===== config.mk =====
export PLATFORM = sky130hd
export DESIGN_NAME = reset_sequencer_flat
export DESIGN_NICKNAME = d
export VERILOG_FILES = /design/src/rtl/rstseq_pkg.sv /design/src/rtl/reset_sequencer_if.sv /design/src/rtl/seq_timer.sv /design/src/rtl/reset_sequencer.sv /design/src/flat_wrapper.sv
export SDC_FILE = /design/constraint.sdc
export NUM_CORES = 1
export LEC_CHECK = 0
export CAP_MARGIN = 20
export CORE_ASPECT_RATIO = 0.8
export CORE_MARGIN = 8
export CORE_UTILIZATION = 41
export DETAILED_ROUTE_END_ITERATION = 7
export PLACE_DENSITY = 0.62
export SLEW_MARGIN = 20
export SYNTH_ARGS = -nofsm -noshare
export SYNTH_HDL_FRONTEND = slang
export SYNTH_SLANG_ARGS = --single-unit

===== constraint.sdc =====
create_clock -name CLK -period 3.6 [get_ports CLK]
set_clock_uncertainty 0.05 [all_clocks]
set_input_delay 0.36 -clock CLK [delete_from_list [all_inputs] [get_ports CLK]]
set_output_delay 0.36 -clock CLK [all_outputs]
set_load 0.05 [all_outputs]

===== src/rtl/rstseq_pkg.sv =====
// ============================================================================
// Module      : rstseq_pkg
// Description : Shared constants for the reset sequencer: FSM state codes and
//               the RST_CAUSE encodings reported to software.
// Ports       : none (package)
// Revision    : 1.0 - initial release
// ============================================================================
`default_nettype none

package rstseq_pkg;

    // Sequencer FSM states
    localparam logic [2:0] ST_ASSERT = 3'd0;  // both domains held in reset
    localparam logic [2:0] ST_REL_P  = 3'd1;  // peripheral domain released
    localparam logic [2:0] ST_REL_C  = 3'd2;  // core released, awaiting CORE_RDY
    localparam logic [2:0] ST_RUN    = 3'd3;  // normal operation
    localparam logic [2:0] ST_LOCK   = 3'd4;  // watchdog lockout (optional)

    // Cause of the most recent reset sequence
    localparam logic [1:0] CAUSE_POR = 2'b00;
    localparam logic [1:0] CAUSE_WD  = 2'b01;
    localparam logic [1:0] CAUSE_SW  = 2'b10;
    localparam logic [1:0] CAUSE_TMO = 2'b11;

endpackage : rstseq_pkg

`default_nettype wire


===== src/rtl/reset_sequencer_if.sv =====
// ============================================================================
// Module      : reset_sequencer_if
// Description : Request/status bundle between the reset sequencer and the
//               rest of the SoC.
// Ports       : master modport - drives RSTIN, SW_RST, CORE_RDY; observes
//                                 RST_PERIPH, RST_CORE, RST_CAUSE, WDCNT,
//                                 LOCKOUT
//               slave modport  - the sequencer side (directions reversed)
// Revision    : 1.0 - initial release
// ============================================================================
`default_nettype none

interface reset_sequencer_if;

    logic       RSTIN;       // watchdog reset request (level)
    logic       SW_RST;      // software reset request (level)
    logic       CORE_RDY;    // core boot complete
    logic       RST_PERIPH;  // peripheral-domain reset, active-high
    logic       RST_CORE;    // core-domain reset, active-high
    logic [1:0] RST_CAUSE;   // cause of the last sequence
    logic [7:0] WDCNT;       // saturating watchdog reset count
    logic       LOCKOUT;     // high while locked out

    modport master (
        output RSTIN, SW_RST, CORE_RDY,
        input  RST_PERIPH, RST_CORE, RST_CAUSE, WDCNT, LOCKOUT
    );

    modport slave (
        input  RSTIN, SW_RST, CORE_RDY,
        output RST_PERIPH, RST_CORE, RST_CAUSE, WDCNT, LOCKOUT
    );

endinterface : reset_sequencer_if

`default_nettype wire


===== src/rtl/seq_timer.sv =====
// ============================================================================
// Module      : seq_timer
// Description : Loadable up-counter with terminal-count flag. Load clears the
//               count to zero; the counter then advances each enabled cycle
//               and parks at the terminal value, so o_tc stays high until the
//               next load.
// Ports       : clk, rst   - clock, synchronous active-high reset
//               i_load     - clear count to zero (priority over enable)
//               i_en       - count enable
//               i_term     - terminal value (phase length minus one)
//               o_tc       - count equals i_term
// Revision    : 1.0 - initial release
// ============================================================================
`default_nettype none

module seq_timer #(
    parameter int WIDTH = 8
) (
    input  wire logic             clk,
    input  wire logic             rst,
    input  wire logic             i_load,
    input  wire logic             i_en,
    input  wire logic [WIDTH-1:0] i_term,
    output logic                  o_tc
);

    logic [WIDTH-1:0] r_count;

    assign o_tc = (r_count == i_term);

    always_ff @(posedge clk) begin
        if (rst || i_load) begin
            r_count <= '0;
        end else if (i_en && !o_tc) begin
            r_count <= r_count + 1'b1;
        end
    end

endmodule : seq_timer

`default_nettype wire


===== src/rtl/reset_sequencer.sv =====
// ============================================================================
// Module      : reset_sequencer
// Description : Power-on / watchdog / software reset sequencer. Holds both
//               domains in reset, releases the peripheral domain, then the
//               core, and waits for the core to report ready. Watchdog and
//               software requests are edge-detected and restart the sequence.
// Macro       : RSTSEQ_LOCKOUT_EN - enables the consecutive-watchdog lockout
//               (LOCK state, CONS counter and CLR_CYC run timer).
// Ports       : CLK, RST      - clock, synchronous active-high power-on reset
//               rs (slave)    - RSTIN, SW_RST, CORE_RDY in;
//                               RST_PERIPH, RST_CORE, RST_CAUSE, WDCNT,
//                               LOCKOUT out
// Revision    : 1.0 - initial release
// ============================================================================
`default_nettype none

module reset_sequencer
    import rstseq_pkg::*;
#(
    parameter int HOLD_CYC = 16,
    parameter int GAP_CYC  = 8,
    parameter int RDY_TMO  = 255,
    parameter int LOCK_LMT = 4,
    parameter int CLR_CYC  = 1024
) (
    input  wire logic        CLK,
    input  wire logic        RST,
    reset_sequencer_if.slave rs
);

    // Phase timer is shared by ASSERT, REL_P and REL_C; size it for the longest.
    localparam int c_PH_MAX = (HOLD_CYC > GAP_CYC)
                            ? ((HOLD_CYC > RDY_TMO) ? HOLD_CYC : RDY_TMO)
                            : ((GAP_CYC  > RDY_TMO) ? GAP_CYC  : RDY_TMO);
    localparam int c_PH_W   = $clog2(c_PH_MAX + 1);

    localparam logic [c_PH_W-1:0] c_HOLD_TERM = c_PH_W'(HOLD_CYC - 1);
    localparam logic [c_PH_W-1:0] c_GAP_TERM  = c_PH_W'(GAP_CYC - 1);
    localparam logic [c_PH_W-1:0] c_TMO_TERM  = c_PH_W'(RDY_TMO - 1);

    logic [2:0]        r_state;
    logic [2:0]        w_state_nxt;
    logic [1:0]        r_cause;
    logic [1:0]        w_cause_nxt;
    logic [7:0]        r_wdcnt;
    logic              r_rstin_q;
    logic              r_swrst_q;
    logic              w_wd_req;
    logic              w_sw_req;
    logic              w_restart;
    logic              w_ph_load;
    logic              w_ph_tc;
    logic              w_lock_hit;
    logic [c_PH_W-1:0] w_ph_term;

    // Edge registers track the raw level every cycle, so a request held high
    // through a whole sequence fires once only.
    assign w_wd_req  = rs.RSTIN  && !r_rstin_q && (r_state != ST_LOCK);
    assign w_sw_req  = rs.SW_RST && !r_swrst_q && (r_state != ST_LOCK);
    assign w_restart = w_wd_req || w_sw_req;

    // Reload on every state entry, including ASSERT re-entered from ASSERT.
    assign w_ph_load = w_restart || (w_state_nxt != r_state);

    always_comb begin
        w_ph_term = '1;
        case (r_state)
            ST_ASSERT: w_ph_term = c_HOLD_TERM;
            ST_REL_P:  w_ph_term = c_GAP_TERM;
            ST_REL_C:  w_ph_term = c_TMO_TERM;
            default:   w_ph_term = '1;
        endcase
    end

    seq_timer #(
        .WIDTH (c_PH_W)
    ) u_phase_timer (
        .clk    (CLK),
        .rst    (RST),
        .i_load (w_ph_load),
        .i_en   (1'b1),
        .i_term (w_ph_term),
        .o_tc   (w_ph_tc)
    );

    always_comb begin
        w_state_nxt = r_state;
        w_cause_nxt = r_cause;
        if (w_restart) begin
            // Watchdog has priority over a coincident software request.
            w_state_nxt = ST_ASSERT;
            w_cause_nxt = w_wd_req ? CAUSE_WD : CAUSE_SW;
        end else begin
            case (r_state)
                ST_ASSERT: begin
                    if (w_ph_tc) begin
                        w_state_nxt = w_lock_hit ? ST_LOCK : ST_REL_P;
                    end
                end
                ST_REL_P: begin
                    if (w_ph_tc) begin
                        w_state_nxt = ST_REL_C;
                    end
                end
                ST_REL_C: begin
                    if (rs.CORE_RDY) begin
                        w_state_nxt = ST_RUN;
                    end else if (w_ph_tc) begin
                        w_state_nxt = ST_ASSERT;
                        w_cause_nxt = CAUSE_TMO;
                    end
                end
                ST_RUN:  w_state_nxt = ST_RUN;
                ST_LOCK: w_state_nxt = ST_LOCK;
                default: w_state_nxt = ST_ASSERT;
            endcase
        end
    end

    always_ff @(posedge CLK) begin
        if (RST) begin
            r_state   <= ST_ASSERT;
            r_cause   <= CAUSE_POR;
            r_wdcnt   <= 8'd0;
            r_rstin_q <= 1'b0;
            r_swrst_q <= 1'b0;
        end else begin
            r_state   <= w_state_nxt;
            r_cause   <= w_cause_nxt;
            r_rstin_q <= rs.RSTIN;
            r_swrst_q <= rs.SW_RST;
            if (w_wd_req && (r_wdcnt != 8'hFF)) begin
                r_wdcnt <= r_wdcnt + 8'd1;
            end
        end
    end

`ifdef RSTSEQ_LOCKOUT_EN
    localparam int                c_RUN_W    = $clog2(CLR_CYC + 1);
    localparam logic [c_RUN_W-1:0] c_CLR_TERM = c_RUN_W'(CLR_CYC - 1);

    logic [2:0] r_cons;
    logic [2:0] w_cons_base;
    logic       w_run_tc;
    logic       w_cons_clr;

    // Counts consecutive RUN cycles; any exit from RUN restarts it.
    seq_timer #(
        .WIDTH (c_RUN_W)
    ) u_run_timer (
        .clk    (CLK),
        .rst    (RST),
        .i_load (r_state != ST_RUN),
        .i_en   (1'b1),
        .i_term (c_CLR_TERM),
        .o_tc   (w_run_tc)
    );

    assign w_cons_clr  = (r_state == ST_RUN) && w_run_tc;
    assign w_cons_base = w_cons_clr ? 3'd0 : r_cons;

    // CONS only changes outside RUN's clear window by watchdog edges, so
    // checking it at the end of the hold phase equals checking it on entry.
    assign w_lock_hit  = (32'(r_cons) >= 32'(LOCK_LMT));

    always_ff @(posedge CLK) begin
        if (RST) begin
            r_cons <= 3'd0;
        end else if (w_wd_req && (w_cons_base != 3'd7)) begin
            r_cons <= w_cons_base + 3'd1;
        end else begin
            r_cons <= w_cons_base;
        end
    end

    assign rs.LOCKOUT = (r_state == ST_LOCK);
`else
    logic w_unused_cfg;

    // Lockout configuration has no effect in this build.
    assign w_unused_cfg = ^{32'(LOCK_LMT), 32'(CLR_CYC)};
    assign w_lock_hit   = 1'b0;
    assign rs.LOCKOUT   = 1'b0;
`endif

    assign rs.RST_PERIPH = (r_state == ST_ASSERT) || (r_state == ST_LOCK);
    assign rs.RST_CORE   = (r_state != ST_REL_C) && (r_state != ST_RUN);
    assign rs.RST_CAUSE  = r_cause;
    assign rs.WDCNT      = r_wdcnt;

endmodule : reset_sequencer

`default_nettype wire


===== src/flat_wrapper.sv =====
// flat-port wrapper written by rule: the top's interface ports become plain ports
module reset_sequencer_flat import rstseq_pkg::*;
#(
    parameter int HOLD_CYC = 16,
    parameter int GAP_CYC  = 8,
    parameter int RDY_TMO  = 255,
    parameter int LOCK_LMT = 4,
    parameter int CLR_CYC  = 1024
)
  (CLK, RST, rs_RSTIN, rs_SW_RST, rs_CORE_RDY, rs_RST_PERIPH, rs_RST_CORE, rs_RST_CAUSE, rs_WDCNT, rs_LOCKOUT);
  reset_sequencer_if rs_i ();
  input  wire logic CLK;
  input  wire logic RST;
  input wire logic [$bits(rs_i.RSTIN)-1:0] rs_RSTIN;
  input wire logic [$bits(rs_i.SW_RST)-1:0] rs_SW_RST;
  input wire logic [$bits(rs_i.CORE_RDY)-1:0] rs_CORE_RDY;
  output wire logic [$bits(rs_i.RST_PERIPH)-1:0] rs_RST_PERIPH;
  output wire logic [$bits(rs_i.RST_CORE)-1:0] rs_RST_CORE;
  output wire logic [$bits(rs_i.RST_CAUSE)-1:0] rs_RST_CAUSE;
  output wire logic [$bits(rs_i.WDCNT)-1:0] rs_WDCNT;
  output wire logic [$bits(rs_i.LOCKOUT)-1:0] rs_LOCKOUT;
  assign rs_i.RSTIN = rs_RSTIN;
  assign rs_i.SW_RST = rs_SW_RST;
  assign rs_i.CORE_RDY = rs_CORE_RDY;
  assign rs_RST_PERIPH = rs_i.RST_PERIPH;
  assign rs_RST_CORE = rs_i.RST_CORE;
  assign rs_RST_CAUSE = rs_i.RST_CAUSE;
  assign rs_WDCNT = rs_i.WDCNT;
  assign rs_LOCKOUT = rs_i.LOCKOUT;
  reset_sequencer #(.HOLD_CYC(HOLD_CYC), .GAP_CYC(GAP_CYC), .RDY_TMO(RDY_TMO), .LOCK_LMT(LOCK_LMT), .CLR_CYC(CLR_CYC)) u_core (.CLK(CLK), .RST(RST), .rs(rs_i));
endmodule

; Word-level counts from Yosys, hierarchy flattened
; Cells that the tools add are included.
[totals]
regBits = 23
output_inout_bits = 13
wordCells = 47
[classes]
add_sub_neg = 2
n_eq_ne = 11
muxes = 12
n_reduce_logical = 16
[ops]
columns = operator, n
row1 = 8-bit case mux with 3 select lines, 1
row2 = "8-bit by 1-bit adder with 8-bit output, second input constant", 2
row3 = 3-bit two-way mux, 5
row4 = 3-bit case mux with 5 select lines, 1
row5 = 2-bit two-way mux, 5
row6 = 8-bit equality test, 1
row7 = "8-bit inequality test, second input constant", 1
row8 = "3-bit by 2-bit equality test with 1-bit output, second input constant", 2
row9 = 1-bit logical AND, 6
row10 = "3-bit by 2-bit inequality test with 1-bit output, second input constant", 2
row11 = 1-bit logical OR, 4
row12 = 2-bit nonzero test, 2
row13 = "3-bit by 1-bit equality test with 1-bit output, second input constant", 1
row14 = "3-bit equality test, second input constant", 1
row15 = 3-bit logical NOT, 1
row16 = 3-bit inequality test, 1
row17 = "3-bit inequality test, second input constant", 1
row18 = 3-bit AND reduction, 1
row19 = 1-bit logical NOT, 2
row20 = "2-bit by 1-bit inequality test with 1-bit output, second input constant", 1

; Logic depth before layout (Yosys ltp)
; Gate-level depths: netlist of run 1.
[depth]
ltp_word = 10
ltp_mapped = 7
ltp_nobuf = 6

; Hierarchy
; From an unflattened synthesis of run 1, not the netlist that was laid out.
[unflattened]
hier_cells = 148
area_unflattened_um2 = 1280.0
[modules_own_cells]
columns = module, n_inst, cells_each, area_each_um2, seq_area_each_um2
row1 = reset_sequencer, 1, 90, 768.2, 300.3
row2 = seq_timer, 1, 58, 511.7, 160.2

; Worst setup path before layout of run 1
; Ideal clock, no wire load.
[synth_path]
path_type = register to register
start = reg u_core.r_state[0]
end = reg u_core.u_phase_timer.r_count[3]
t_arrival_ps = 2022
required_time_ps = 3484
setup_slack_ps = 1462
path_stages_with_launch = 8
n_path_buf = 2
synth_period_minus_slack_ps = 2138
path_cell_list = dfxtp_1 -> buf_6 -> nor2_1 -> and2_1 -> o21ai_0 -> or3b_1 -> buf_6 -> a21oi_2
[synth_via]
elab_chain_cells = 10
[synth_rtl]
columns = element, line_no
row1 = "start, declared", reset_sequencer.sv:41  ; logic [2:0] r_state;
row2 = "start signal, assigned", reset_sequencer.sv:128  ; r_state <= w_state_nxt;
row3 = "3-bit by 2-bit equality test with 1-bit output, or another cell as far along", "reset_sequencer.sv:67, reset_sequencer.sv:94"
row4 = 8-bit case mux with 3 select lines, reset_sequencer.sv:67  ; case (r_state)
row5 = 8-bit equality test, seq_timer.sv:29  ; assign o_tc = (r_count == i_term);
row6 = 3-bit two-way mux, reset_sequencer.sv:108  ; end else if (w_ph_tc) begin
row7 = 3-bit two-way mux, reset_sequencer.sv:106  ; if (rs.CORE_RDY) begin
row8 = 3-bit case mux with 5 select lines, reset_sequencer.sv:94  ; case (r_state)
row9 = 3-bit two-way mux, reset_sequencer.sv:89  ; if (w_restart) begin
row10 = 3-bit inequality test, reset_sequencer.sv:63  ; assign w_ph_load = w_restart || (w_state_nxt != r_state);
row11 = 1-bit logical OR, reset_sequencer.sv:63
row12 = 1-bit logical OR, seq_timer.sv:32  ; if (rst || i_load) begin
row13 = "end signal, assigned", seq_timer.sv:35  ; r_count <= r_count + 1'b1;
row14 = "end, declared", seq_timer.sv:27  ; logic [WIDTH-1:0] r_count;
; Several ways; a longest one is shown, not always the timed one.
; A chain may end at the register's enable or synchronous reset.

; Worst setup path in the final report of run 1
[layout_path]
start = reg u_core.r_state[1]
end = out rs_RST_PERIPH
[layout_via]
elab_chain_cells = 2
[layout_rtl]
columns = element, line_no
row1 = 3-bit equality test or 3-bit logical NOT (tied branches), reset_sequencer.sv:186  ; assign rs.RST_PERIPH = (r_state == ST_ASSERT) || (r_state == ST_LOCK);
row2 = 1-bit logical OR (*), reset_sequencer.sv:186
row3 = "end, declared", flat_wrapper.sv:17  ; output wire logic [$bits(rs_i.RST_PERIPH)-1:0] rs_RST_PERIPH;
; Mark *: on every way between the ends. The rest lies on a longest branch, timed or not.

==> Implementation_results.wiki, run 1 <==
{| class="wikitable"
! Metric !! Value
|-
| Run status || complete, no violations
|-
| # Max-Cap Violations || 0
|-
| Number of antenna diodes || 0
|-
| Final setup violating endpoints || 0
|-
| Critical Path RT || 3.19 ns
|-
| TritonCTS clock tree || built
|-
| Combinational cell fraction of total power || 11.5%
|-
| Relative contribution of the clock network to total power || 33.0%
|-
| Setup Fix Bufs, Post-CTS || 0
|-
| EDFF count, synth || 0
|-
| Height of the die || 66.0 um
|-
| Clock-pin slew of the registers on the worst-case setup and hold paths || 0.08 ns
|-
| Mean routed wirelength per cell || 13.2 um
|-
| Wirelength, routed || 2500 um
|-
| Number of unique standard cell types used by synthesis || 43
|-
| Top cells by instance count after synthesis || 23 x sky130_fd_sc_hd__dfxtp_1, 13 x sky130_fd_sc_hd__nor2_1, 8 x sky130_fd_sc_hd__nand2_1, 8 x sky130_fd_sc_hd__o21ai_0
|-
| Wire length on met3 || 129 um
|-
| Grt ovf || 0
|-
| Floorplan die width || 78.5 um
|-
| Net count, final || 158
|-
| Hold Path Origin || u_core.rs.WDCNT[7]
|-
| Max-slew violation count || 0
|-
| PortBufs || 16
|-
| Minimum hold slack || 0.470 ns
|-
| Number of cells traversed by the worst register-to-register path || 5
|-
| Critical path destination || rs_RST_PERIPH
|-
| Total of fill cells in the finished design || 297
|-
| Vias in the first global route || 931
|-
| Area share of the largest cell type after synthesis || 36.0%
|-
| Post-synth design cell area || 1280 um^2
|-
| Post-Synthesis Mean Instance Area || 9.41 um^2
|-
| Wire length on met1 || 1230 um
|-
| VDD IR-drop max || 0.208 mV
|-
| Most instantiated flip-flop cell in the synthesis netlist || sky130_fd_sc_hd__dfxtp_1
|-
| Wire length of the first global-routing pass || 4220 um
|-
| Hold violation total from the final report || 0
|-
| Data arrival time of the worst path || 1.77 ns
|-
| Pin count of the biggest net entering global routing || 14
|-
| Net Switching || 0.121 mW
|-
| Launch point of the worst reg-to-reg path || u_core.r_state[1]
|-
| Critical path start-end classification || register to output pin
|-
| Maximum single-stage delay on the critical path || 0.85 ns
|-
| Hold buffer count at cts || 0
|-
| Number of remaining DRC errors || 0
|-
| Internal power contribution || 0.360 mW
|-
| Starting Density || 42.1%
|-
| Post-synthesis cell type with the largest combined area || sky130_fd_sc_hd__dfxtp_1
|-
| Ratio of final minimum period to clock period || 60.5%
|-
| Total negative slack for setup checks || 0 ns
|-
| Htree depth || 1
|-
| Setup slack of the worst register-to-register path || 1.46 ns
|-
| RSZ-0062 raised after global routing || false
|-
| Num CTS Buffers || 3
|-
| Leakage || 0.536 nW
|-
| Ordered list of cells on the worst path || nor2_1, clkdlybuf4s50_1
|-
| Relative contribution of sequential cells to total power || 55.5%
|-
| Register bit total from synthesis || 23
|-
| Power per Cell Area || 325 nW/um^2
|-
| Worst-Margin Slew || 0.508 ns
|-
| Count of instances resized after the clock tree is built || 0
|-
| Nature of the critical path startpoint || register
|-
| Router iterations before antenna repair || 5
|-
| Root Buffer || sky130_fd_sc_hd__clkbuf_8
|-
| Cell with the most instances after synthesis || sky130_fd_sc_hd__dfxtp_1
|-
| Fraction of final layout cells sized beyond drive strength 1 || 15.3%
|-
| Sequential cell area fraction in the yosys report || 36.0%
|-
| Detailed router's first-iteration violation count || 41
|-
| Longest Clk Path Bufs || 2
|-
| Slowest CP cell || sky130_fd_sc_hd__clkdlybuf4s50_1
|-
| Number of placement rows || 18
|-
| Weighted congestion at the end of routability-driven global placement || 0.791
|-
| Number of antenna violations at the first check in global routing || 0
|-
| Largest fanout of any net on the critical path || 11
|-
| Achievable Freq || 459 MHz
|-
| Clock sink total || 23
|-
| Number of vias after detailed routing || 1012
|-
| Hold crit path type || register to register
|-
| Via/cell ratio || 5.33
|-
| Max-slew headroom at the worst pin || 66.1%
|-
| Worst skew pair latency || 0.26 ns
|-
| Total I/O pin count || 18
|-
| Synth async-reset ratio || 0%
|-
| All-layer global routing usage || 9.95%
|-
| Instance count of the mapped netlist || 136
|-
| Largest cells by area after synthesis || sky130_fd_sc_hd__dfxtp_1 36%, sky130_fd_sc_hd__a21oi_2 4.1%, sky130_fd_sc_hd__xor2_1 4.1%
|-
| Min cycle time layout || 2.18 ns
|-
| Post-synthesis to final-layout area growth || 15.5%
|-
| CP startpoint || u_core.r_state[1]
|-
| Worst r2r dst || u_core.u_phase_timer.r_count[5]
|-
| Core area || 3040 um^2
|-
| Synth Net Count || 143
|-
| Switching fraction of total power || 25.1%
|-
| Highest metal layer with signal wires || met4
|-
| Area of the die || 5180 um^2
|-
| Amount of wire on met2 after detailed routing || 1130 um
|-
| Post-detailed-route count of antenna-violating nets || 0
|-
| Type of element capturing the critical path || output pin
|-
| Post-detail-place hpwl || 1830 um
|-
| Yosys warnings || 0
|}
## stage by stage
step,area [um^2],util [%],total power [mW],worst slack (ns),std cells
finish,1480,48.6,0.481,1.42,190
global placement,1430,47.2,0.328,1.38,186
CTS,1480,48.6,0.489,1.40,190
global route,1480,48.6,0.505,1.31,190
detailed placement,1430,47.2,0.328,1.36,186
floorplan,1280,-,0.312,1.46,136
## registers in the layout, summed over array words and instances (netlist names)
name / count
u_core.rs.RST_CAUSE: 2
u_core.rs.WDCNT: 8
u_core.u_phase_timer.r_count: 8
u_core.r_rstin_q: 1
u_core.r_state: 3
u_core.r_swrst_q: 1
## layer usage
metal,vias to the layer above,GRT usage (%)
met5,-,0
met4,0,2.76
met3,2,4.08
met2,12,15.8
met1,478,12.1
li1,520,-
## placed cells by master, fill, tap and decap left out, types with 2 or more instances in the layout
cell type / netlist / layout
sky130_fd_sc_hd__and3_1: 2 / 2
sky130_fd_sc_hd__or3_1: 7 / 7
sky130_fd_sc_hd__nor4_1: 2 / 2
sky130_fd_sc_hd__nand4_1: 7 / 7
sky130_fd_sc_hd__and2_1: 3 / 3
sky130_fd_sc_hd__a21oi_1: 5 / 5
sky130_fd_sc_hd__nand2b_1: 2 / 2
sky130_fd_sc_hd__inv_1: 3 / 3
sky130_fd_sc_hd__ha_1: 2 / 2
sky130_fd_sc_hd__clkbuf_8: 0 / 3
sky130_fd_sc_hd__nand3_1: 2 / 2
sky130_fd_sc_hd__clkdlybuf4s50_1: 0 / 16
sky130_fd_sc_hd__o21ai_0: 8 / 8
sky130_fd_sc_hd__a21oi_2: 6 / 6
sky130_fd_sc_hd__xnor2_2: 2 / 2
sky130_fd_sc_hd__dfxtp_1: 23 / 23
sky130_fd_sc_hd__nor2_2: 2 / 2
sky130_fd_sc_hd__nor2b_1: 4 / 4
sky130_fd_sc_hd__xor2_1: 6 / 6
sky130_fd_sc_hd__a211oi_2: 2 / 2
sky130_fd_sc_hd__nor3b_2: 2 / 2
sky130_fd_sc_hd__nor2_1: 13 / 13
sky130_fd_sc_hd__nand2_1: 8 / 8
## layout make-up
type                    count  area (um^2)  share of cell area (%)
flip-flops and latches     23          460                    31.1
clock buffers               4         45.0                    3.05
repair buffers             16          160                    10.8
multi-input cells         104          752                    50.8
inverters                   3         11.3                   0.761
well taps                  40         50.0                    3.38
## power groups by stage
| stage | Combinational, mW | Clock [mW] | Sequential, mW |
|---|---|---|---|
| 2_1_floorplan | 0.0276 | 0 | 0.284 |
| 3_3_place_gp | 0.0550 | 0 | 0.273 |
| 3_5_place_dp | 0.0554 | 0 | 0.273 |
| 5_1_grt | 0.0596 | 0.178 | 0.268 |
| 4_1_cts | 0.0558 | 0.167 | 0.267 |
| 6_report | 0.0552 | 0.159 | 0.267 |
## cells by family after synthesis
| logic type | after synthesis | synth area share, % |
|---|---|---|
| compound gates | 30 | 18.0 |
| xor+xnor | 9 | 7.33 |
| fa+ha+maj | 2 | 1.95 |
| buf+inv | 9 | 5.28 |
| flops | 23 | 36.0 |
| mux | 1 | 0.782 |
| other cells | 1 | 0.293 |
| simple gates | 61 | 30.4 |
## worst min path at each step
stage / slack (ns) / to / cells after the start
after floorplan: 0.38 / u_core.r_rstin_q / 1
after global placement: 0.44 / u_core.rs.WDCNT[7] / 2
after detailed placement: 0.47 / u_core.rs.RST_CAUSE[1] / 2
after CTS: 0.48 / u_core.rs.WDCNT[7] / 2
after global routing: 0.49 / u_core.rs.WDCNT[7] / 2
final: 0.47 / u_core.rs.WDCNT[7] / 2
## worst max-delay path, delay by kind of cell, from the launching register on
kind | cells | cell delay (ns)
flip-flops | 1 | 0.43
AND/OR/NAND/NOR | 1 | 0.23
buffers and inverters | 1 | 0.85
Note: power is estimated with default switching activity, not from simulation.
==> inputs of run 2 (changes only) <==
--- a/config.mk
+++ b/config.mk
@@ -10,7 +10,7 @@
 export CORE_MARGIN = 8
 export CORE_UTILIZATION = 41
 export DETAILED_ROUTE_END_ITERATION = 7
-export PLACE_DENSITY = 0.62
+export PLACE_DENSITY = 0.64
 export SLEW_MARGIN = 20
 export SYNTH_ARGS = -nofsm -noshare
 export SYNTH_HDL_FRONTEND = slang
==> constraint.sdc (replaced) <==
create_clock -name CLK -period 2 [get_ports CLK]
set_clock_uncertainty 0.05 [all_clocks]
set_input_delay 0.2 -clock CLK [delete_from_list [all_inputs] [get_ports CLK]]
set_output_delay 0.2 -clock CLK [all_outputs]
set_load 0.05 [all_outputs]
==> run 2 against run 1 <==
Combinational power increased by 100%. Die area unchanged. First-iteration DRC count increased by 20%. Non-clock buffer count increased by 10. Clock-buffer cell count unchanged. Clock power increased by 77%. Worst setup slack got worse by 1.3 ns. Global-route usage increased by 1.4 points. Power increased by 82%. Utilization increased by 3.0 points. Final area increased by 6.1%.
==> Implementation_results.wiki, run 2 (synthesis results as in run 1) <==
{| class="wikitable"
! Metric !! Value
|-
| Total I/O pin count || 18
|-
| PortBufs || 16
|-
| Root Buffer || sky130_fd_sc_hd__clkbuf_8
|-
| Weighted congestion at the end of routability-driven global placement || 0.790
|-
| Launch point of the worst reg-to-reg path || u_core.r_state[2]
|-
| Relative contribution of the clock network to total power || 32.3%
|-
| Vias in the first global route || 1074
|-
| Min cycle time layout || 1.90 ns
|-
| Num CTS Buffers || 3
|-
| Leading cell type in the layout, fill and taps excluded || sky130_fd_sc_hd__dfxtp_1
|-
| Type of element capturing the critical path || register
|-
| DP Cell Count || 195
|-
| Number of placement rows || 18
|-
| Hold buffer count at cts || 0
|-
| Placement Setup Slack || 0.0157 ns
|-
| Height of the die || 66.0 um
|-
| Max-slew headroom at the worst pin || 65.7%
|-
| Pin count of the biggest net entering global routing || 13
|-
| Detailed router's first-iteration violation count || 49
|-
| Grt ovf || 0
|-
| Achievable Freq || 526 MHz
|-
| Setup slack of the worst register-to-register path || 0.1 ns
|-
| TritonCTS clock tree || built
|-
| Longest Clk Path Bufs || 2
|-
| Final critical-path setup slack || 0.0997 ns
|-
| Top library cells by usage in the layout, fill and taps aside || 21 x sky130_fd_sc_hd__dfxtp_1, 14 x sky130_fd_sc_hd__clkdlybuf4s50_1, 12 x sky130_fd_sc_hd__nor2_1, 12 x sky130_fd_sc_hd__buf_4
|-
| Post-detailed-route count of antenna-violating nets || 0
|-
| Mean routed wirelength per cell || 13.7 um
|-
| Internal power contribution || 0.657 mW
|-
| All-layer global routing usage || 11.3%
|-
| Nature of the critical path startpoint || register
|-
| Number of cells traversed by the worst register-to-register path || 7
|-
| Worst r2r dst || u_core.u_phase_timer.r_count[4]
|-
| Power per Cell Area || 557 nW/um^2
|-
| CP startpoint || u_core.r_state[2]
|-
| Critical Path RT || 2.15 ns
|-
| Switching fraction of total power || 24.8%
|-
| Wirelength, routed || 2740 um
|-
| Number of vias after detailed routing || 1074
|-
| Starting Density || 42.1%
|-
| Total negative slack for setup checks || 0 ns
|-
| Htree depth || 1
|-
| Final setup violating endpoints || 0
|-
| Net Switching || 0.216 mW
|-
| Run status || complete, no violations
|-
| Net count, final || 168
|-
| Floorplan die width || 78.5 um
|-
| Relative contribution of sequential cells to total power || 54.7%
|-
| Max-slew violation count || 0
|-
| Leakage || 0.585 nW
|-
| Number of antenna violations at the first check in global routing || 0
|-
| Hold crit path type || register to register
|-
| Core area || 3040 um^2
|-
| Post-synthesis to final-layout area growth || 22.6%
|-
| Number of antenna diodes || 0
|-
| Clock-pin slew of the registers on the worst-case setup and hold paths || 0.08 ns
|-
| Post-route insts no fill || 200
|-
| Combinational cell fraction of total power || 13.0%
|-
| Fraction of final layout cells sized beyond drive strength 1 || 25.0%
|-
| Hold violation total from the final report || 0
|-
| Critical path destination || u_core.u_phase_timer.r_count[4]
|-
| VDD IR-drop max || 0.373 mV
|-
| Data arrival time of the worst path || 2.05 ns
|-
| Total of fill cells in the finished design || 292
|-
| # Max-Cap Violations || 0
|-
| Via/cell ratio || 5.37
|-
| Wire length of the first global-routing pass || 4820 um
|-
| Largest fanout of any net on the critical path || 8
|-
| Post-detail-place hpwl || 2140 um
|-
| Number of remaining DRC errors || 0
|-
| Worst-Margin Slew || 0.513 ns
|-
| RSZ-0062 raised after global routing || true
|-
| Critical path start-end classification || register to register
|-
| Router iterations before antenna repair || 4
|-
| Ratio of final minimum period to clock period || 95.0%
|-
| Worst skew pair latency || 0.26 ns
|-
| Area of the die || 5180 um^2
|-
| Clock sink total || 23
|}
==> run 2: cell count changes in the layout (fill, tap and decap cells not counted), moves of 2 or more <==
cell / delta
sky130_fd_sc_hd__dfxtp_1: -2
sky130_fd_sc_hd__dfxtp_2: +2
sky130_fd_sc_hd__clkdlybuf4s50_1: -2
sky130_fd_sc_hd__buf_4: +12
==> run 2: final cells by class <==
type	instances	area [um^2]	share of cell area (%)
Clock buffer	4	45.0	2.87
Inverter	3	11.3	0.718
Multi-Input combinational cell	104	769	49.0
Sequential cell	23	463	29.5
Tap cell	40	50.0	3.19
Timing Repair Buffer	26	230	14.7
==> run 2: repair_timing <==
item / 4_1_cts / 5_1_grt
endpoints found under the hold margin: 0 / 0
buffers inserted: 0 / 1
gates resized for setup: 0 / 5
setup endpoints to repair: 0 / 12
==> run 2: power groups by stage <==
| stage | logic (mW) | registers (mW) | clock network [mW] |
|---|---|---|---|
| after global routing | 0.122 | 0.480 | 0.309 |
| after CTS | 0.113 | 0.478 | 0.294 |
| final | 0.113 | 0.478 | 0.282 |
| after floorplan | 0.0497 | 0.512 | 0 |
| after detailed placement | 0.112 | 0.489 | 0 |
| after global placement | 0.110 | 0.489 | 0 |
==> run 2: worst min path at each step <==
stage | from | to | slack, ns | cells after the start
6_report | u_core.rs.WDCNT[5] | u_core.rs.WDCNT[5] | 0.47 | 2
5_1_grt | rs_RSTIN | u_core.r_rstin_q | 0.48 | 2
4_1_cts | rs_RSTIN | u_core.r_rstin_q | 0.47 | 2
3_5_place_dp | u_core.rs.WDCNT[5] | u_core.rs.WDCNT[5] | 0.46 | 2
3_3_place_gp | u_core.rs.WDCNT[7] | u_core.rs.WDCNT[7] | 0.44 | 2
2_1_floorplan | RST | u_core.r_rstin_q | 0.22 | 1
==> run 2: per-layer routing <==
layer  global-route usage, %  up-vias  share of wire, %
met5                       0        -                 0
met4                    3.92        0               1.5
met3                    3.94        6               5.5
met2                    18.3       22                47
met1                    13.7      509                46
li1                        -      537                 -
==> run 2: critical path: stages, from the launching register on <==
cell and delay [ns]:
sky130_fd_sc_hd__dfxtp_1 0.41, sky130_fd_sc_hd__nor3b_4 0.29, sky130_fd_sc_hd__xnor2_2 0.17, sky130_fd_sc_hd__buf_4 0.20, sky130_fd_sc_hd__nor4b_4 0.05, sky130_fd_sc_hd__buf_4 0.17, sky130_fd_sc_hd__or3_1 0.36, sky130_fd_sc_hd__a21oi_2 0.13
==> run 2: through the flow <==
step	power, mW	utilization (%)	hold slack, ns	area (um^2)
floorplan	0.562	-	0.222	1280
global placement	0.599	49.3	0.443	1500
detailed placement	0.601	49.3	0.455	1500
CTS	0.885	50.8	0.467	1540
global route	0.911	51.6	0.480	1570
finish	0.874	51.6	0.471	1570
==> variant 1, RTL diff (settings of run 1) <==
`RDY_TMO` is set to 255 in 2 places; all go to 510.
--- a/src/rtl/reset_sequencer.sv
+++ b/src/rtl/reset_sequencer.sv
@@ -21,3 +21,3 @@
     parameter int GAP_CYC  = 8,
-    parameter int RDY_TMO  = 255,
+    parameter int RDY_TMO  = 510,
     parameter int LOCK_LMT = 4,
--- a/src/flat_wrapper.sv
+++ b/src/flat_wrapper.sv
@@ -5,3 +5,3 @@
     parameter int GAP_CYC  = 8,
-    parameter int RDY_TMO  = 255,
+    parameter int RDY_TMO  = 510,
     parameter int LOCK_LMT = 4,
Formal check against the unedited RTL: same outputs for any inputs over 10 cycles, from zero or initial values and one cycle with RST high; that may be too few to reach the edited logic, so the function may still have changed.
==> variant 1 against run 1 <==
Sequential power up 4%. Combinational power down 5.3%. Total power up 18%. Setup slack better by 36 ps. Wire length up 2.6%. Clock power up 49%. Via count up 0.99%. Core utilization up 0.52 points. Synthesized area down 2.4%. Largest cell class unchanged. Critical path depth unchanged. Critical endpoint unchanged. Sequential cell count up 1. Cell area down 0.42%. Non-clock buffer count unchanged. Synthesized cell count up 2.2%.
==> variant 1: results (changes against run 1) <==
wire per inst: 13.4 µm (+1.5%)
Final Wtd Congestion: 0.813 (+2.7%)
Worst Reg-to-Reg Cells: 5 (unchanged)
worst skew pair latency: 280 ps (+20 ps)
worst path arrival time: 1730 ps (-40 ps)
vias per cell: 5.32 (about the same)
PostCTS Resize Cnt: 0 (unchanged)
initial antenna violation count: 0 (unchanged)
post-synthesis sequential area ratio: 38.5% (+2.5 points)
Synth Warn #: 0 (unchanged)
syn_nets: 146 (+2.1%)
H-tree levels: 1 (unchanged)
post-CTS setup buffer count: 0 (unchanged)
final worst slack: 1460 ps (+35.6 ps)
Max clock buf depth: 2 (unchanged)
First-pass DRT Iterations: 4 (-1)
vias in the first global route: 961 (+3.2%)
DP Wirelength: 1.95 mm (+6.3%)
CP Launch Point: u_core.r_state[0]
leakage power: 0.520 nW (-3.0%)
HP Class: flop to flop
Iter 0 DRT Violations: 127 (+210%)
CP Max Fanout: 9 (-2)
max FFs per register: 9
r2r startpoint: u_core.r_state[1]
antenna diode count: 0 (unchanged)
Post-synth top cells: 24 x dfxtp_1, 19 x nor2_1, 8 x nand2_1
Reg clk slew, reported paths: 100 ps (+20 ps)
root buffer cell: clkbuf_8
status: finished, final reports clean
Biggest register: u_core.u_phase_timer.r_count
Overall Global Routing Usage: 10.1% (+0.16 points)
PortBufs: 16 (unchanged)
Async SR Flop Fraction: 0% (unchanged)
largest net degree at the start of global routing: 15 (+1)
synth unique cells: 40 (-7.0%)
hold path depth: 1 (-1)
NumNets Final: 160 (+1.3%)
worst setup path end: rs_RST_PERIPH
Max VDD drop: 0.000189 V (-9.3%)
layout cell share with drive strength beyond 1: 7.24% (-8.1 points)
ranking of synthesized cells by area: dfxtp_1 38%, nor2_1 5.7%, xnor2_1 4.2%, nand3_1 2.8%, nor3_1 2.8%
first-pass GRT wire length: 4.33 mm (+2.8%)
RR Endpoint: u_core.u_phase_timer.r_count[8]
Max-slew headroom: 61.0% (-5.0 points)
Inserted Clock Buffers: 3 (unchanged)
==> variant 1: how the worst min path moves through the flow <==
stage | from | endpoint | slack (ps)
2_1_floorplan | RST | u_core.r_rstin_q | 380
3_3_place_gp | u_core.rs.RST_CAUSE[1] | u_core.rs.RST_CAUSE[1] | 440
4_1_cts | u_core.rs.RST_CAUSE[1] | u_core.rs.RST_CAUSE[1] | 470
5_1_grt | u_core.rs.RST_CAUSE[1] | u_core.rs.RST_CAUSE[1] | 500
3_5_place_dp | u_core.rs.RST_CAUSE[1] | u_core.rs.RST_CAUSE[1] | 440
6_report | u_core.rs.RST_CAUSE[1] | u_core.rs.RST_CAUSE[1] | 460
==> variant 1: area by class of cell <==
type / instances / area [µm²]
Clock buffer: 3 / 41.3
Clock inverter: 1 / 30.0
Fill cell: 284 / 1520
Inverter: 3 / 11.3
Multi-Input combinational cell: 105 / 699
Sequential cell: 24 / 480
Tap cell: 40 / 50.0
Timing Repair Buffer: 16 / 160
==> variant 1: kinds of logic (layout without fill, tap and decap cells) <==
logic type	Yosys count	after routing	share of synthesized area, %
other cells	1	1	0.300
xor+xnor	9	9	6.31
flops	24	24	38.5
buf+inv	10	23	5.51
simple gates	66	66	28.2
mux	1	1	0.802
compound gates	26	26	18.4
fa+ha+maj	2	2	2.00
==> variant 1: power breakdown <==
group	leakage (nW)	internal (W)	switching (W)
Clock	0.0357	0.000149	0.0000885
Sequential	0.195	0.000271	0.00000519
Combinational	0.289	0.0000199	0.0000324
==> variant 1: routing by layer <==
metal,routed length (µm),global-route usage [%],vias up
met5,0,0,-
met4,20,2.11,0
met3,124,3.54,4
met2,1070,14.3,20
met1,1350,14.3,479
li1,-,-,519
==> variant 1: per-stage QoR <==
| step | util [%] | cell area [µm²] | instances |
|---|---|---|---|
| 2_1_floorplan | - | 1250 | 139 |
| 3_3_place_gp | 46.8 | 1400 | 188 |
| 3_5_place_dp | 46.8 | 1400 | 188 |
| 4_1_cts | 49.2 | 1470 | 192 |
| 5_1_grt | 49.2 | 1470 | 192 |
| 6_report | 49.2 | 1470 | 192 |
==> variant 1: worst max-delay path, cell delays in order, from the launching register on <==
cell and delay (ps):
dfxtp_1 390, nor2_1 220, clkdlybuf4s50_1 850
==> variant 2, RTL diff (config.mk and constraints of run 1) <==
Made on the original files. Build with the macro `RSTSEQ_LOCKOUT_EN` defined.
--- a/src/rtl/reset_sequencer.sv
+++ b/src/rtl/reset_sequencer.sv
@@ -15,2 +15,4 @@
 `default_nettype none
+
+`define RSTSEQ_LOCKOUT_EN
 
Check against the original RTL: no difference found for any inputs over 10 cycles, from zero or initial values and one cycle with RST high; that may be too few to reach the edited logic, so the function may still have changed.
==> variant 2 against run 1 <==
Synthesized area increased by 51%. Sequential cell count increased by 14. Total power increased by 61%. Fmax decreased by 24%. Largest cell class unchanged. Count of clock-buffer cells in the layout increased by 3. Critical path type is now flop to flop. Cell area increased by 48%. Wire length increased by 58%. Setup slack got worse by 670 ps.
==> variant 2: results (changes against run 1) <==
worst setup path end: u_core.r_cons[0]
First-pass DRT Iterations: 4 (-1)
Gate Count Post-Synth: 223 (+64%)
Setup WS pre-CTS: 778 ps (-578 ps)
synth unique cells: 49 (+14%)
placed cell area: 2110 µm² (+47%)
largest net degree at the start of global routing: 17 (+3)
Overall Global Routing Usage: 11.8% (+1.8 points)
vias per cell: 5.38 (+1.1%)
worst skew pair latency: 280 ps (+20 ps)
Worst Reg-to-Reg Cells: 10 (+5)
post-synthesis xor/xnor area fraction: 9.04% (+1.7 points)
Final Routed Wirelength: 3.95 mm (+58%)
leakage power: 0.727 nW (+36%)
Final Wtd Congestion: 0.783 (-1.0%)
CP Max Fanout: 13 (+2)
DP Wirelength: 2.87 mm (+57%)
wire per inst: 13.3 µm (+1.1%)
DR WL met2: 1.65 mm (+46%)
worst path arrival time: 2980 ps (+1210 ps)
Fillers: 479 (+61%)
NumNets Final: 247 (+56%)
M1 GR Usage: 15.2% (+3.1 points)
Critical-path top delay cell: dfxtp_1
Synth Area in Compound Gates: 14.9% (-3.1 points)
DP Cell Count: 290 (+56%)
routing usage on met3: 3.85% (-0.23 points)
CP Launch Point: u_core.u_run_timer.r_count[0]
H-tree levels: 2 (+1)
post-synthesis sequential area ratio: 38.2% (+2.3 points)
met3 wire length: 147 µm (+14%)
crit-path max cell delay: 420 ps (-430 ps)
ranking of synthesized cells by area: dfxtp_1 38%, xnor2_1 4.5%, xor2_1 4.5%, nor2_1 4.5%, nand3_1 3.4%
Max VDD drop: 0.000225 V (+8.5%)
status: finished, final reports clean
Final min period: 2850 ps (+673 ps)
metal1 wirelength: 2.10 mm (+71%)
layout cell share with drive strength beyond 1: 5.49% (-9.8 points)
Post-synth top cells: 37 x dfxtp_1, 23 x nor2_1, 14 x nand2_1
Iter 0 DRT Violations: 84 (+100%)
vias in the first global route: 1510 (+62%)
syn_nets: 233 (+63%)
PortBufs: 17 (+1)
variant 2: cell count changes after synthesis, moves of 5 or more:
cell	run 1	this run
xnor2_1	1	10
nand3_1	2	13
or3_1	7	2
dfxtp_1	23	37
nor2_1	13	23
nand2_1	8	14
a21oi_1	5	12
a21oi_2	6	0
nor3_1	0	5
variant 2: power by group:
| group | switching (W) | total, W | internal [W] |
|---|---|---|---|
| Combinational | 0.0000375 | 0.0000611 | 0.0000235 |
| Clock | 0.000137 | 0.000289 | 0.000152 |
| Sequential | 0.00000692 | 0.000424 | 0.000417 |
variant 2: worst min-delay path by stage:
stage                                    from                        endpoint  slack, ps  cells after the start
3_3_place_gp   u_core.u_run_timer.r_count[10]  u_core.u_run_timer.r_count[10]        380                      2
3_5_place_dp   u_core.u_run_timer.r_count[10]  u_core.u_run_timer.r_count[10]        380                      2
2_1_floorplan  u_core.u_run_timer.r_count[10]  u_core.u_run_timer.r_count[10]        360                      2
6_report       u_core.u_run_timer.r_count[10]  u_core.u_run_timer.r_count[10]        390                      2
5_1_grt        u_core.u_run_timer.r_count[10]  u_core.u_run_timer.r_count[10]        430                      2
4_1_cts        u_core.u_run_timer.r_count[10]  u_core.u_run_timer.r_count[10]        390                      2
variant 2: layout make-up:
type | count | area (µm²) | share of cell area, %
repair buffers | 18 | 178 | 8.10
inverters | 7 | 26.3 | 1.20
flip-flops and latches | 37 | 741 | 33.8
multi-input cells | 168 | 1090 | 49.6
clock buffers | 7 | 86.3 | 3.94
well taps | 60 | 75.1 | 3.42
variant 2: tightest hold or removal path, delay by kind of cell (launching register included):
| kind | cells | cell delay, ps |
|---|---|---|
| AO/OA/AOI/OAI | 1 | 30 |
| buffers and inverters | 1 | 50 |
| flip-flops | 1 | 320 |
